`config.mk`:
```
export PLATFORM = sky130hd
export DESIGN_NAME = nrzi_destuff_rx
export DESIGN_NICKNAME = d
export VERILOG_FILES = /design/src/rtl/nrzi_destuff_rx.sv
export SDC_FILE = /design/constraint.sdc
export NUM_CORES = 1
export LEC_CHECK = 0
export BUFFER_PORTS_ARGS = -buffer_cell sky130_fd_sc_hd__buf_4
export CAP_MARGIN = 40
export CORE_MARGIN = 2
export CORE_UTILIZATION = 60
export DETAILED_ROUTE_END_ITERATION = 6
export GPL_TIMING_DRIVEN = 0
export PLACE_DENSITY = 0.79
export SLEW_MARGIN = 20
export SYNTH_ARGS = -nofsm -noshare
export SYNTH_HDL_FRONTEND = slang
export SYNTH_SLANG_ARGS = --single-unit
```
`constraint.sdc`:
```
create_clock -name clk -period 2.81 [get_ports clk]
set_input_delay 0.1405 -clock clk [delete_from_list [all_inputs] [get_ports clk]]
set_output_delay 0.1405 -clock clk [all_outputs]
set_load 0.05 [all_outputs]
```
`src/rtl/nrzi_destuff_rx.sv`:
```
// USB receive front end: per-strobe NRZI decode of D+/D-, removal of stuffed zeros,
// and EOP / line-error detection with its own packet-activity state machine.
module nrzi_destuff_rx #(
    parameter int   STUFF_LEN    = 6,
    parameter logic IDLE_LEVEL   = 1'b1,
    parameter int   EOP_SE0_BITS = 2
) (
    input  logic clk,
    input  logic n_rst,
    input  logic d_plus,
    input  logic d_minus,
    input  logic strobe,
    input  logic flush,
    output logic d_orig,
    output logic d_valid,
    output logic rx_active,
    output logic eop,
    output logic rx_err
);

    localparam int ONES_W = $clog2(STUFF_LEN + 1);
    localparam int SE0_W  = $clog2(EOP_SE0_BITS + 1);
    localparam logic [ONES_W-1:0] ONES_MAX = ONES_W'(STUFF_LEN);
    localparam logic [SE0_W-1:0]  SE0_MIN  = SE0_W'(EOP_SE0_BITS);

    typedef enum logic [1:0] {
        ST_IDLE   = 2'd0,
        ST_ACTIVE = 2'd1,
        ST_SE0    = 2'd2,
        ST_ERROR  = 2'd3
    } state_t;

    state_t              r_state;
    logic                r_prev_lvl;
    logic [ONES_W-1:0]   r_ones_cnt;
    logic [SE0_W-1:0]    r_se0_cnt;

    logic                w_is_j;
    logic                w_is_k;
    logic                w_is_se0;
    logic                w_is_se1;
    logic                w_bit;
    logic                w_ones_full;
    logic                w_se0_qual;
    logic [SE0_W-1:0]    w_se0_next;

    assign w_is_j      = (d_plus == IDLE_LEVEL) && (d_minus != IDLE_LEVEL);
    assign w_is_k      = (d_plus != IDLE_LEVEL) && (d_minus == IDLE_LEVEL);
    assign w_is_se0    = !d_plus && !d_minus;
    assign w_is_se1    = d_plus && d_minus;

    // NRZI: an unchanged line level carries a one, a transition carries a zero.
    assign w_bit       = (d_plus == r_prev_lvl);
    assign w_ones_full = (r_ones_cnt == ONES_MAX);
    assign w_se0_qual  = (r_se0_cnt >= SE0_MIN);
    assign w_se0_next  = w_se0_qual ? r_se0_cnt : r_se0_cnt + SE0_W'(1);

    always_ff @(posedge clk or negedge n_rst) begin
        if (!n_rst) begin
            r_state    <= ST_IDLE;
            r_prev_lvl <= IDLE_LEVEL;
            r_ones_cnt <= '0;
            r_se0_cnt  <= '0;
            d_orig     <= 1'b1;
            d_valid    <= 1'b0;
            rx_active  <= 1'b0;
            eop        <= 1'b0;
            rx_err     <= 1'b0;
        end else begin
            d_valid <= 1'b0;
            eop     <= 1'b0;
            rx_err  <= 1'b0;

            if (flush) begin
                r_state    <= ST_IDLE;
                rx_active  <= 1'b0;
                r_prev_lvl <= IDLE_LEVEL;
                r_ones_cnt <= '0;
                r_se0_cnt  <= '0;
            end else if (strobe) begin
                case (r_state)
                    ST_IDLE: begin
                        if (w_is_k) begin
                            r_state    <= ST_ACTIVE;
                            rx_active  <= 1'b1;
                            d_orig     <= w_bit;
                            d_valid    <= 1'b1;
                            r_prev_lvl <= d_plus;
                            r_ones_cnt <= ONES_W'(w_bit);
                        end else if (w_is_se1) begin
                            r_state   <= ST_ERROR;
                            rx_err    <= 1'b1;
                            r_se0_cnt <= '0;
                        end
                    end

                    ST_ACTIVE: begin
                        if (w_is_j || w_is_k) begin
                            r_prev_lvl <= d_plus;
                            if (!w_ones_full) begin
                                d_orig     <= w_bit;
                                d_valid    <= 1'b1;
                                r_ones_cnt <= w_bit ? r_ones_cnt + ONES_W'(1) : '0;
                            end else if (!w_bit) begin
                                // Stuffed zero after a full run of ones: consumed silently.
                                r_ones_cnt <= '0;
                            end else begin
                                r_state   <= ST_ERROR;
                                rx_err    <= 1'b1;
                                r_se0_cnt <= '0;
                            end
                        end else if (w_is_se0) begin
                            r_state   <= ST_SE0;
                            r_se0_cnt <= SE0_W'(1);
                        end else begin
                            r_state   <= ST_ERROR;
                            rx_err    <= 1'b1;
                            r_se0_cnt <= '0;
                        end
                    end

                    ST_SE0: begin
                        if (w_is_se0) begin
                            r_se0_cnt <= w_se0_next;
                        end else if (w_is_j && w_se0_qual) begin
                            r_state    <= ST_IDLE;
                            eop        <= 1'b1;
                            rx_active  <= 1'b0;
                            r_prev_lvl <= IDLE_LEVEL;
                            r_ones_cnt <= '0;
                            r_se0_cnt  <= '0;
                        end else begin
                            r_state   <= ST_ERROR;
                            rx_err    <= 1'b1;
                            r_se0_cnt <= '0;
                        end
                    end

                    default: begin
                        // Error recovery waits for a properly qualified EOP.
                        if (w_is_se0) begin
                            r_se0_cnt <= w_se0_next;
                        end else if (w_is_j && w_se0_qual) begin
                            r_state    <= ST_IDLE;
                            eop        <= 1'b1;
                            rx_active  <= 1'b0;
                            r_prev_lvl <= IDLE_LEVEL;
                            r_ones_cnt <= '0;
                            r_se0_cnt  <= '0;
                        end else begin
                            r_se0_cnt <= '0;
                        end
                    end
                endcase
            end
        end
    end

endmodule

```
==> out/results.txt <==
dpl cell area - 1071 um2
CP max FO - 9
initial antenna violation count - 0
WHS Path Cells - 2
Via density - 6.232
CP arrival - 2.01 ns
overall via count from detail_route - 860
root buf cell - clkbuf_4
post-DP HPWL - 1.609 mm
CTS buffer count - 3
latest clock arrival within the worst-skew pair - 0.29 ns
final non-filler cell total - 138
top cells by count, synth - 12 x ha_1, 11 x dfrtp_1, 10 x inv_1, 9 x nand2_1
Area growth syn-to-layout - 13.46%
final net count - 141
critical path endpoint category - register
Avg WL per Cell - 15.45 um
# DRC - 0
CP most frequent cell - a21oi_1
IO buf count - 10
IO Pins - 11
total wire length - 2.132 mm
die footprint - 1965 um2
Post-Syn Nets - 125
1st-pass router iterations - 4
pwr dens - 774.7 nW/um2
H-Tree Depth - 1
final non-filler cell area - 1107 um2
post-CTS sizing - 0
Startpoint Class - register
largest net degree at the start of global routing - 14
Yosys cell types - 44
Post-CTS Hold Fix Bufs - 1
CTS tree - built
RSZ-0062 raised after global routing - no
worst vdd ir - 578.0 uV
max-slew violations - 0
Final Hold Slack - 0.1191 ns
Final period util - 0.6567
Syn Area/Cell - 9.121 um2
vias in the first global route - 809
grt ovf - 0
stages on the worst setup path - 8
Pleak - 0.5266 nW
setup repair bufs after CTS - 0
gpl congestion - 0.8523
most common cell in the synthesized netlist - ha_1
clk_skew - 0.004289 ns
setup TNS - 0 ns
Mapped Cells - 107
Worst-path clk slew - 0.09 ns
area leader, netlist - dfrtp_1
cell count after placement - 133
fraction of layout cells with a size suffix above 1 - 0.1721
first-pass GRT wire length - 3.594 mm
Synth top area share - 0.2821
crit path max-delay cell type - dfrtp_1
final hold violation count - 0
antenna cells - 0
Slew @ Worst Pin - 0.4402 ns
clk sinks - 13
Starting Density - 0.6404
Critical path buffers and inverters - 2
maximum clock insertion buffer count - 2
Most used DFF post-synth - dfrtp_1
register area share after synthesis - 0.3359
EDFF count, synth - 0
Yosys reg bits - 13
Hold Crit Class - primary input to register
crit-path max cell delay - 0.39 ns
Max Cap Viol - 0
critical path's top delay family - compound AO/OA/AOI/OAI gates
PnR worst setup slack - 0.9645 ns
status - completed
fmax - 0.5419 GHz
Max-slew headroom - 0.7065
crit-path cells - inv_1 > ha_1 > buf_4 > nor2_1 > o21ai_1 > a41o_1 > a21oi_1 > a21oi_1
die width - 44.33 um
Die H - 44.33 um
DR iter-0 viols - 50
Async SR Flop Fraction - 1.000
dpl ws - 0.9912 ns
Synthesis Warnings - 0
dominant cells by area after synthesis - dfrtp_1 28%, ha_1 15%, dfstp_2 5.4%
Core Rows - 14
Setup Viol. Count Final - 0
Core Area - 1524 um2
CP Class - register to register
Antenna Nets Post-Route - 0
total track usage - 0.2562
post-synthesis cell area - 975.9 um2
fin crit period - 1.845 ns
Reg2Reg Depth - 8
Critical Path RT - 2.98 ns
[sequential cells by signal, summed over array words and instances, names as in the netlist]
name and flops:
d_orig 1, d_valid 1, eop 1, r_ones_cnt 3
r_prev_lvl 1, r_se0_cnt 2, r_state 2, rx_active 1
rx_err 1
[routing by layer]
layer	part of all wire	GRT usage	up-vias
li1	-	-	422
met4	0.017	0.1091	0
met2	0.49	0.4029	30
met5	0	0	-
met1	0.44	0.3342	403
met3	0.048	0.06531	5
[cell usage in the layout, fill, tap and decap left out, types with 2 or more instances in the layout]
cell type / count
a21oi_1: 6
buf_4: 11
clkbuf_1: 3
clkbuf_4: 3
dfrtp_1: 11
dfstp_2: 2
ha_1: 12
inv_1: 10
nand2_1: 9
nand2b_1: 2
nand3_1: 2
nor2_1: 6
nor3_1: 4
nor4_1: 3
o21ai_0: 5
o21ai_2: 2
o32ai_1: 2
[report_power, final]
part	switching (W)	internal [W]	total (W)
clock	0.0000674	0.0000552	0.000123
sequential	0.0000345	0.000239	0.000273
combinational	0.000278	0.000184	0.000462
total	0.000380	0.000478	0.000858
[worst paths after layout]
check | startpoint | endpoint | slack, ns
worst max-delay path | r_state[1]$_DFFE_PN0P_ | r_ones_cnt[2]$_DFFE_PN0P_ | 0.96
worst min-delay path | strobe | rx_err$_DFF_PN0_ | 0.12
worst max register to register | r_state[1]$_DFFE_PN0P_ | r_ones_cnt[2]$_DFFE_PN0P_ | 0.96
worst min register to register | r_prev_lvl$_DFFE_PN1P_ | r_prev_lvl$_DFFE_PN1P_ | 0.53
max in group asynchronous | n_rst | d_orig$_DFFE_PN1P_ | 2.35
min in group asynchronous | n_rst | r_state[1]$_DFFE_PN0P_ | 0.22
[through the flow]
| stage | power, W | util |
|---|---|---|
| after floorplan | 0.0006260 | - |
| after global placement | 0.0007203 | 0.7028 |
| after detailed placement | 0.0007320 | 0.7028 |
| after CTS | 0.0008565 | 0.7266 |
| after global routing | 0.0009238 | 0.7266 |
| final | 0.0008578 | 0.7266 |
[cells by family after synthesis]
group,Yosys count,synth area share
compound gates,32,0.2398
xor+xnor,2,0.01795
fa+ha+maj,12,0.1538
buf+inv,14,0.06539
flops,13,0.3359
mux,2,0.02179
simple gates,32,0.1654
[area by class of cell]
type,count,area (um2)
plain buffers,4,26.28
flip-flops and latches,13,327.8
fillers,129,416.7
multi-input cells,80,584.3
well taps,16,20.02
repair buffers,11,85.08
clock buffers,4,26.28
inverters,10,37.54
Note: power is estimated with default switching activity, not from simulation.
